`src/rtl/div_unit_pkg.sv`:
```
// Shared definitions for the execute-stage divider: state encodings and default width.
package div_unit_pkg;

    localparam int DIV_W = 32;

    typedef enum logic [1:0] {
        DIV_ST_IDLE = 2'd0,
        DIV_ST_CALC = 2'd1,
        DIV_ST_FIX  = 2'd2
    } div_state_t;

endpackage

```
`src/rtl/div_unit_step.sv`:
```
// One radix-2 restoring iteration: shift {rem, dividend}, trial subtract, restore on borrow.
module div_step #(
    parameter int WIDTH = 32
) (
    input  logic [WIDTH:0]   i_rem,
    input  logic [WIDTH-1:0] i_dvd,
    input  logic [WIDTH-1:0] i_dsr,
    output logic [WIDTH:0]   o_rem,
    output logic [WIDTH-1:0] o_dvd
);

    logic [WIDTH+1:0] w_rem_sh;
    logic [WIDTH+1:0] w_diff;
    logic             w_ge;

    // One extra bit above the shifted remainder makes the borrow visible as the sign bit.
    assign w_rem_sh = {i_rem, i_dvd[WIDTH-1]};
    assign w_diff   = w_rem_sh - {2'b00, i_dsr};
    assign w_ge     = ~w_diff[WIDTH+1];

    assign o_rem = w_ge ? w_diff[WIDTH:0] : w_rem_sh[WIDTH:0];
    assign o_dvd = {i_dvd[WIDTH-2:0], w_ge};

endmodule

```
`src/rtl/div_unit.sv`:
```
// Multi-cycle signed/unsigned divider; quotient goes to LO (o_q), remainder to HI (o_r).
module div_unit
    import div_unit_pkg::*;
#(
    parameter int WIDTH = DIV_W
) (
    input  logic             i_clk,
    input  logic             i_rst_n,
    input  logic             i_start,
    input  logic             i_sign,
    input  logic [WIDTH-1:0] i_a,
    input  logic [WIDTH-1:0] i_b,
    output logic             o_busy,
    output logic             o_done,
    output logic [WIDTH-1:0] o_q,
    output logic [WIDTH-1:0] o_r,
    output logic             o_div_zero,
    output logic [1:0]       o_dbg_state
);

    localparam int CW = $clog2(WIDTH);

    div_state_t       r_state;
    div_state_t       w_next;
    logic             w_load;
    logic             w_step;
    logic             w_fix;

    logic [CW-1:0]    r_cnt;
    logic [WIDTH:0]   r_rem;
    logic [WIDTH-1:0] r_dvd;
    logic [WIDTH-1:0] r_dsr;
    logic             r_neg_q;
    logic             r_neg_r;
    logic [WIDTH-1:0] r_q;
    logic [WIDTH-1:0] r_r;
    logic             r_div_zero;
    logic             r_done;

    logic [WIDTH-1:0] w_a_mag;
    logic [WIDTH-1:0] w_b_mag;
    logic [WIDTH:0]   w_step_rem;
    logic [WIDTH-1:0] w_step_dvd;

    // Unary minus of the most negative value wraps to itself, which is the magnitude we want.
    assign w_a_mag = (i_sign && i_a[WIDTH-1]) ? -i_a : i_a;
    assign w_b_mag = (i_sign && i_b[WIDTH-1]) ? -i_b : i_b;

    div_step #(.WIDTH(WIDTH)) u_step (
        .i_rem (r_rem),
        .i_dvd (r_dvd),
        .i_dsr (r_dsr),
        .o_rem (w_step_rem),
        .o_dvd (w_step_dvd)
    );

    always_ff @(posedge i_clk or negedge i_rst_n) begin
        if (!i_rst_n) begin
            r_state <= DIV_ST_IDLE;
        end else begin
            r_state <= w_next;
        end
    end

    always_comb begin
        w_next = r_state;
        w_load = 1'b0;
        w_step = 1'b0;
        w_fix  = 1'b0;
        case (r_state)
            DIV_ST_IDLE: begin
                if (i_start) begin
                    w_load = 1'b1;
                    w_next = DIV_ST_CALC;
                end
            end
            DIV_ST_CALC: begin
                w_step = 1'b1;
                if (r_cnt == '0) begin
                    w_next = DIV_ST_FIX;
                end
            end
            DIV_ST_FIX: begin
                w_fix  = 1'b1;
                w_next = DIV_ST_IDLE;
            end
            default: begin
                w_next = DIV_ST_IDLE;
            end
        endcase
    end

    always_ff @(posedge i_clk or negedge i_rst_n) begin
        if (!i_rst_n) begin
            r_cnt      <= '0;
            r_rem      <= '0;
            r_dvd      <= '0;
            r_dsr      <= '0;
            r_neg_q    <= 1'b0;
            r_neg_r    <= 1'b0;
            r_q        <= '0;
            r_r        <= '0;
            r_div_zero <= 1'b0;
            r_done     <= 1'b0;
        end else begin
            r_done <= 1'b0;
            if (w_load) begin
                r_rem   <= '0;
                r_dvd   <= w_a_mag;
                r_dsr   <= w_b_mag;
                r_neg_q <= i_sign & (i_a[WIDTH-1] ^ i_b[WIDTH-1]);
                r_neg_r <= i_sign & i_a[WIDTH-1];
                r_cnt   <= CW'(WIDTH - 1);
            end else if (w_step) begin
                r_rem <= w_step_rem;
                r_dvd <= w_step_dvd;
                r_cnt <= r_cnt - CW'(1);
            end else if (w_fix) begin
                // Quotient truncates toward zero; remainder takes the dividend's sign.
                r_q        <= r_neg_q ? -r_dvd : r_dvd;
                r_r        <= r_neg_r ? -r_rem[WIDTH-1:0] : r_rem[WIDTH-1:0];
                r_div_zero <= (r_dsr == '0);
                r_done     <= 1'b1;
            end
        end
    end

    // The done cycle is already IDLE, so busy is extended through it explicitly.
    assign o_busy      = (r_state != DIV_ST_IDLE) || r_done;
    assign o_done      = r_done;
    assign o_q         = r_q;
    assign o_r         = r_r;
    assign o_div_zero  = r_div_zero;
    assign o_dbg_state = r_state;

endmodule

```
`config.mk`:
```
export PLATFORM = sky130hd
export DESIGN_NAME = div_unit
export DESIGN_NICKNAME = d
export VERILOG_FILES = /design/src/rtl/div_unit_pkg.sv /design/src/rtl/div_unit_step.sv /design/src/rtl/div_unit.sv
export SDC_FILE = /design/constraint.sdc
export NUM_CORES = 1
export LEC_CHECK = 0
export CAP_MARGIN = 20
export CORE_MARGIN = 2
export CORE_UTILIZATION = 52
export DETAILED_ROUTE_END_ITERATION = 8
export GPL_ROUTABILITY_DRIVEN = 0
export GPL_TIMING_DRIVEN = 0
export PLACE_DENSITY = 0.89
export SLEW_MARGIN = 20
export SYNTH_ARGS = -nofsm -noshare
export SYNTH_HDL_FRONTEND = slang
export SYNTH_HIERARCHICAL = 1
export SYNTH_SLANG_ARGS = --single-unit
```
`constraint.sdc`:
```
create_clock -name i_clk -period 3.1 [get_ports i_clk]
set_clock_uncertainty 0.2 [all_clocks]
set_input_delay 0.62 -clock i_clk [delete_from_list [all_inputs] [get_ports i_clk]]
set_output_delay 0.62 -clock i_clk [all_outputs]
set_load 0.005 [all_outputs]
```
==> results of run 1 <==
[how the worst max path moves through the flow]
stage	from	to	slack (ns)	cells past startpoint
floorplan	r_rem[5]	r_dvd[0]	-0.05	12
detailed placement	r_dsr[1]	r_rem[28]	-0.67	13
finish	r_rem[16]	r_rem[19]	-0.68	15
global placement	i_rst_n	r_rem[12]	-6.23	1
CTS	r_dsr[6]	r_rem[24]	-0.33	15
global route	r_rem[16]	r_rem[19]	-0.68	15
[synth_stat cells, types with 6 or more instances]
cell,instances,area (um^2)
nor3b_1,11,82.6
inv_1,56,210
nor3_1,24,120
xnor2_1,36,315
or4_1,10,75.1
nand3_1,16,80.1
ha_1,37,463
mux2_2,6,67.6
nand4b_1,6,52.6
a21oi_1,65,325
nor4_1,28,175
nor2_1,62,233
buf_4,32,240
o21ai_0,185,926
and3_1,34,213
mux2i_1,6,60.1
a21o_1,23,173
nand4_1,24,150
a31oi_1,13,81.3
o21a_1,6,45.0
clkbuf_1,62,233
dfrtp_1,172,4300
o31ai_1,37,278
o211ai_1,11,82.6
xor2_1,92,806
nor2b_1,9,56.3
a211oi_1,7,52.6
nand2b_1,10,62.6
buf_1,10,37.5
or3_1,17,106
nand2_1,279,1050
o41ai_1,21,184
[where the power goes]
part	switching [mW]	internal [mW]	total, mW
logic	5.82	4.74	10.6
clock network	1.09	1.09	2.18
registers	1.19	2.95	4.14
[registers in the layout, summed over array words and instances (netlist names)]
register	count
o_div_zero	1
r_dvd	32
r_neg_r	1
o_r	32
r_cnt	5
o_dbg_state	2
r_neg_q	1
o_done	1
r_dsr	32
r_rem	33
o_q	32
[layout make-up]
type / instances / area share [%]
clock inverter: 15 / 1.06
multi-input combinational: 1144 / 48.1
timing repair buffer: 190 / 11.9
buffer: 107 / 3.95
inverter: 58 / 1.48
sequential: 172 / 28.4
clock buffer: 17 / 2.79
tap: 285 / 2.34
[per-stage QoR]
stage                     TNS, ns  total power [mW]
after floorplan            -0.531              9.73
after CTS                   -8.37              15.2
final                      -17.82              16.9
after detailed placement   -23.29              11.7
after global routing       -19.40              17.7
after global placement    -983.25              11.4
[metal layers]
layer | vias to the layer above | global-route usage [%]
met2 | 950 | 49.6
met1 | 5945 | 40.6
li1 | 5654 | -
met3 | 196 | 6.89
met5 | - | 0
met4 | 0 | 13.1
[logic make-up after synthesis]
kind of cell	Yosys count
AOI/OAI and AO/OA	408
adders and majority gates	38
buffers and inverters	166
and+or+nand+nor	556
muxes	12
DFF	172
xor gates and xnor gates	129
[timing repair]
item,in CTS,in global routing
setup endpoints to repair,35,37
hold endpoints to repair,0,0
gates resized for setup,83,67
pin swaps,12,15
setup buffers,41,13
gates cloned,3,0
[worst max-delay path, cell delays in order (launching register included)]
cell	delay, ns
dfrtp_1	0.51
ha_1	0.46
and2_1	0.26
o21ai_0	0.20
a211oi_2	0.32
o31ai_2	0.11
and3_4	0.21
o31a_4	0.39
xor2_4	0.26
buf_6	0.16
inv_8	0.04
buf_4	0.14
nor2_2	0.13
a21oi_1	0.07
nand2_1	0.07
o21ai_0	0.10
==> metrics.txt, run 1 <==
GRT overflow=0; Slew Limit Fails=0; Max VDD drop=0.000593 V; CTS tree=yes; leakage power=6.34 nW; worst skew pair latency=0.45 ns; # clock sinks=172; initial antenna violation count=0; first-pass GRT wire length=60,000 um; failing checks=negative setup slack; design area=15,300 um^2; Initial Utilization=53.1%; worst-path fanout max=7; Pwr Density=1110 nW/um^2; fin nets=1,796; drt wl/cell=19.9 um; Post-Synth Adder-Cell Area=4.02%; drt initial violations=1,775; sequential area share after synthesis=35.8%; reg2reg start=r_rem[16]; Routed met2 length=18,200 um; CP required=3.21 ns; type of the worst setup path=flop to flop; asr flop ratio synth=100%; Final HPWL DP=26,300 um; # rows=55; I/O pin total=137; GRT Total Usage=31.0%; most frequent cells in the layout=266 x nand2_1, 156 x dfrtp_1, 145 x o21ai_0, 135 x clkdlybuf4s50_1, 92 x xor2_1; # DRC=0; clock buffer count from CTS=17; pre-CTS setup slack=-0.667 ns; worst-margin pin slew=0.980 ns; RSZ-0062 raised after global routing=true; flops & latches, synth=172; Cell Count Post-Placement=1,903; core area=22,600 um^2; Area growth syn-to-layout=26.8%; routed vias/inst=6.41; Tcrit/Tclk final=122%; hold_buf cts=0; Startpoint Class=flop; Post-Syn Area per Cell=8.12 um^2; FF-to-FF path depth=15; Mapped Cells=1,481; maximum clock path buffer count=2; Root Buffer=clkbuf_16; worst r2r dst=r_rem[19]; H-tree levels=4; Ys Warns=6; clock-pin transition on the worst setup and hold timing paths=0.08 ns; status=finished, violations left; Hold Crit Class=input port to async pin; main combinational cell family by area after synthesis=simple AND/OR/NAND/NOR gates; CP Data Arrival Time=3.89 ns; Synth Area in Compound Gates=21.2%; Post-synth EDFFs=0; worst hold margin=0.00224 ns; fin crit period=3.78 ns; post-route ant nets=0; die area=24,400 um^2; DP Area=13,900 um^2; post-synthesis mux area share=1.06%; most common cell after layout, fill and taps aside=nand2_1; netlist area before placement=12,000 um^2; CP Capture Type=flop; # diodes=0; Filler cells=1,633; post-synthesis simple-gate area fraction=22.1%; Final Hold Vio Count=0; Reg2Reg Setup Slack=-0.68 ns; Die Y=156 um; Max Fclk=265 MHz; Util after Layout=67.4%; routed wire length on met3=4350 um; largest net degree at the start of global routing=101; Final setup viols=34; Sequential Area=4320 um^2; XOR/XNOR Fraction of Synth Area=9.55%; library cells used by synthesis=70; port buffer count=136; total routed wirelength=39,600 um; M1 wire length=15,300 um; Worst slew margin=34.1%; die width=156 um; vias post-DR=12,700; share of layout cells above drive strength 1=13.7%; multi-input logic area=7340 um^2; worst setup margin=-0.677 ns; Layout Cells excl Fill=1,988; vias in the first global route=11,600; DRT Pass-1 Iters=6; prevailing post-synth register cell=dfrtp_1; maxcap violations=0; highest metal used=met4; Syn Nets=1,587
Power figures use the tool's default switching activity.
==> inputs of run 2 (changes only) <==
CAP_MARGIN = default   (was 20)
CTS_CLUSTER_DIAMETER = 100   (was default)
==> results of run 2 <==
Same layout as run 1: the final DEF is identical, and so are final timing and power.
==> inputs of run 3 (changes only) <==
SKIP_CTS_REPAIR_TIMING = 1   (was default)
==> run 3 against run 2 <==
  * The flow finishes with violations (negative hold slack, negative setup slack)
  * Combinational power barely moved
  * Sequential cell count is the same
  * Die area unchanged
  * First-iteration DRC count shrank 15%
  * Critical path depth shrank 2
  * Sequential power hardly changed
  * Non-clock buffer count shrank 15
  * Worst hold slack lost 0.019 ns
  * Total power down 1.5%
  * Via count down 1.8%
  * Cell count down 0.75%
  * Largest power group unchanged
==> metrics.txt, run 3 (synthesis results as in run 1) <==
status=finished, violations left (unchanged); failing checks=negative hold slack, negative setup slack (was negative setup slack); setup_tns=-15.06 ns (was -17.82 ns); Critical-path top delay cell=dfrtp_2 (was dfrtp_1); Worst slew margin=34.4% (was 34.1%); Seq pwr share=25.1% (was 24.5%); die area=24,400 um^2 (unchanged); worst path buffer plus inverter count=2 (was 3); Reg2Reg Setup Slack=-0.56 ns (was -0.68 ns); drt wl/cell=19.3 um (was 19.9 um); fin crit period=3.66 ns (was 3.78 ns); total routed wirelength=38,000 um (was 39,600 um); worst skew pair latency=0.45 ns (about the same); Startpoint Class=flop (unchanged); maximum clock path buffer count=2 (unchanged); port buffer count=136 (unchanged); Area growth syn-to-layout=26.2% (was 26.8%); Layout Cells excl Fill=1,973 (was 1,988); clock buffer count from CTS=17 (unchanged); clock-pin transition on the worst setup and hold timing paths=0.08 ns (about the same); Logic pwr share=62.0% (was 62.6%); CP Capture Type=flop (unchanged); CTS tree=yes (unchanged); total power=16.6 mW (was 16.9 mW); # rows=55 (unchanged); Initial Utilization=53.1% (unchanged); Final Hold Vio Count=5 (was 0); Pwr Density=1090 nW/um^2 (was 1110 nW/um^2); drt initial violations=1,501 (was 1,775); routed vias/inst=6.34 (was 6.41); max reg flops=33 (unchanged); worst setup margin=-0.556 ns (was -0.677 ns); core area=22,600 um^2 (unchanged); worst r2r dst=r_rem[27] (was r_rem[19]); worst path cell trace=ha_4 -> nand4_1 -> or3b_4 -> a211oi_4 -> o31ai_2 -> and3_4 -> o31a_4 -> xor2_4 -> buf_6 -> inv_8 -> mux2_2 -> nand2_1 -> o21ai_0 (was ha_1 -> and2_1 -> o21ai_0 -> a211oi_2 -> o31ai_2 -> and3_4 -> o31a_4 -> xor2_4 -> buf_6 -> inv_8 -> buf_4 -> nor2_2 -> a21oi_1 -> nand2_1 -> o21ai_0); Cell Count Post-Placement=1,903 (unchanged); GRT overflow=0 (unchanged); power share of the clock group=13.0% (was 12.9%); Final setup viols=34 (unchanged); # diodes=0 (unchanged); post-route ant nets=0 (unchanged); most frequent cells in the layout=258 x nand2_1, 160 x dfrtp_1, 135 x o21ai_0, 135 x clkdlybuf4s50_1, 92 x xor2_1 (was 266 x nand2_1, 156 x dfrtp_1, 145 x o21ai_0, 135 x clkdlybuf4s50_1, 92 x xor2_1); leakage power=6.29 nW (was 6.34 nW); die width=156 um (unchanged); type of the worst setup path=flop to flop (unchanged); # DRC=0 (unchanged); vias post-DR=12,500 (was 12,700); Die Y=156 um (unchanged); Tcrit/Tclk final=118% (was 122%); Sw Ratio=47.4% (was 48.0%); CP required=3.21 ns (about the same); Net Sw Power=7.87 mW (was 8.11 mW); worst-margin pin slew=0.975 ns (was 0.980 ns); reg2reg start=r_rem[13] (was r_rem[16]); initial antenna violation count=0 (unchanged); Max Fclk=273 MHz (was 265 MHz); FF-to-FF path depth=13 (was 15); DRT Pass-1 Iters=9 (was 6); design area=15,200 um^2 (was 15,300 um^2); CP Data Arrival Time=3.76 ns (was 3.89 ns); I/O pin total=137 (unchanged); Filler cells=1,649 (was 1,633); cell-internal power=8.75 mW (was 8.77 mW); H-tree levels=4 (unchanged); Slew Limit Fails=0 (unchanged); maxcap violations=0 (unchanged); DP Area=13,900 um^2 (unchanged); first-pass GRT wire length=55,400 um (was 60,000 um); crit-path leading delay family=compound AO/OA/AOI/OAI gates (unchanged); largest net degree at the start of global routing=101 (unchanged); GRT Total Usage=28.4% (was 31.0%); Root Buffer=clkbuf_16 (unchanged); pre-CTS setup slack=-0.667 ns (unchanged); Util after Layout=67.1% (was 67.4%); CP max stage delay=0.47 ns (was 0.51 ns); share of layout cells above drive strength 1=13.0% (was 13.7%); Final HPWL DP=26,300 um (unchanged); RSZ-0062 raised after global routing=true (unchanged); fin nets=1,781 (was 1,796); worst-path fanout max=7 (unchanged); most common cell after layout, fill and taps aside=nand2_1 (unchanged); Hold Crit Class=input port to async pin (unchanged); worst hold margin=-0.0164 ns (was 0.00224 ns); Max VDD drop=0.000536 V (was 0.000593 V); vias in the first global route=11,000 (was 11,600); Reg with most FFs=r_rem (unchanged); # clock sinks=172 (unchanged)
run 3: cell types whose count changed in the layout (fill, tap and decap cells not counted), moves of 3 or more:
cell      previous run  this run
buf_4               79        65
clkbuf_8             3         0
dfrtp_1            156       160
dfrtp_2             16        12
inv_1               48        51
inv_2                8         5
nand2_1            266       258
nand2_2             10        18
o21ai_0            145       135
o21ai_1             32        38
o21ai_2              7        11
run 3: final cells by class:
class                           count  area [um^2]  area share, %
Multi-Input combinational cell   1144         7360           48.5
Clock inverter                     15          161           1.06
Inverter                           58          225           1.48
Buffer                            107          603           3.97
Clock buffer                       17          425           2.80
Tap cell                          285          357           2.35
Sequential cell                   172         4320           28.5
Timing Repair Buffer              175         1730           11.4
run 3: power by group through the flow:
stage	Clock, mW	Combinational, mW	Sequential [mW]
after floorplan	0	6.07	3.66
after global placement	0	7.34	4.02
after detailed placement	0	7.62	4.07
after CTS	2.14	7.76	4.04
after global routing	2.25	11.0	4.22
final	2.16	10.3	4.16
run 3: worst max-delay path by stage:
stage / start / end / cells after the start
3_5_place_dp: r_dsr[1] / r_rem[28] / 13
6_report: r_rem[13] / r_rem[27] / 13
5_1_grt: r_rem[11] / r_rem[30] / 14
4_1_cts: r_dsr[1] / r_rem[28] / 13
2_1_floorplan: r_rem[5] / r_dvd[0] / 12
3_3_place_gp: i_rst_n / r_rem[12] / 1
run 3: per-layer routing:
layer	wire length [um]	global-route usage (%)	part of all wire, %
met4	1740	11.4	4.6
met2	17500	44.8	46
met3	4060	5.56	11
met5	0	0	0
met1	14700	38.5	39
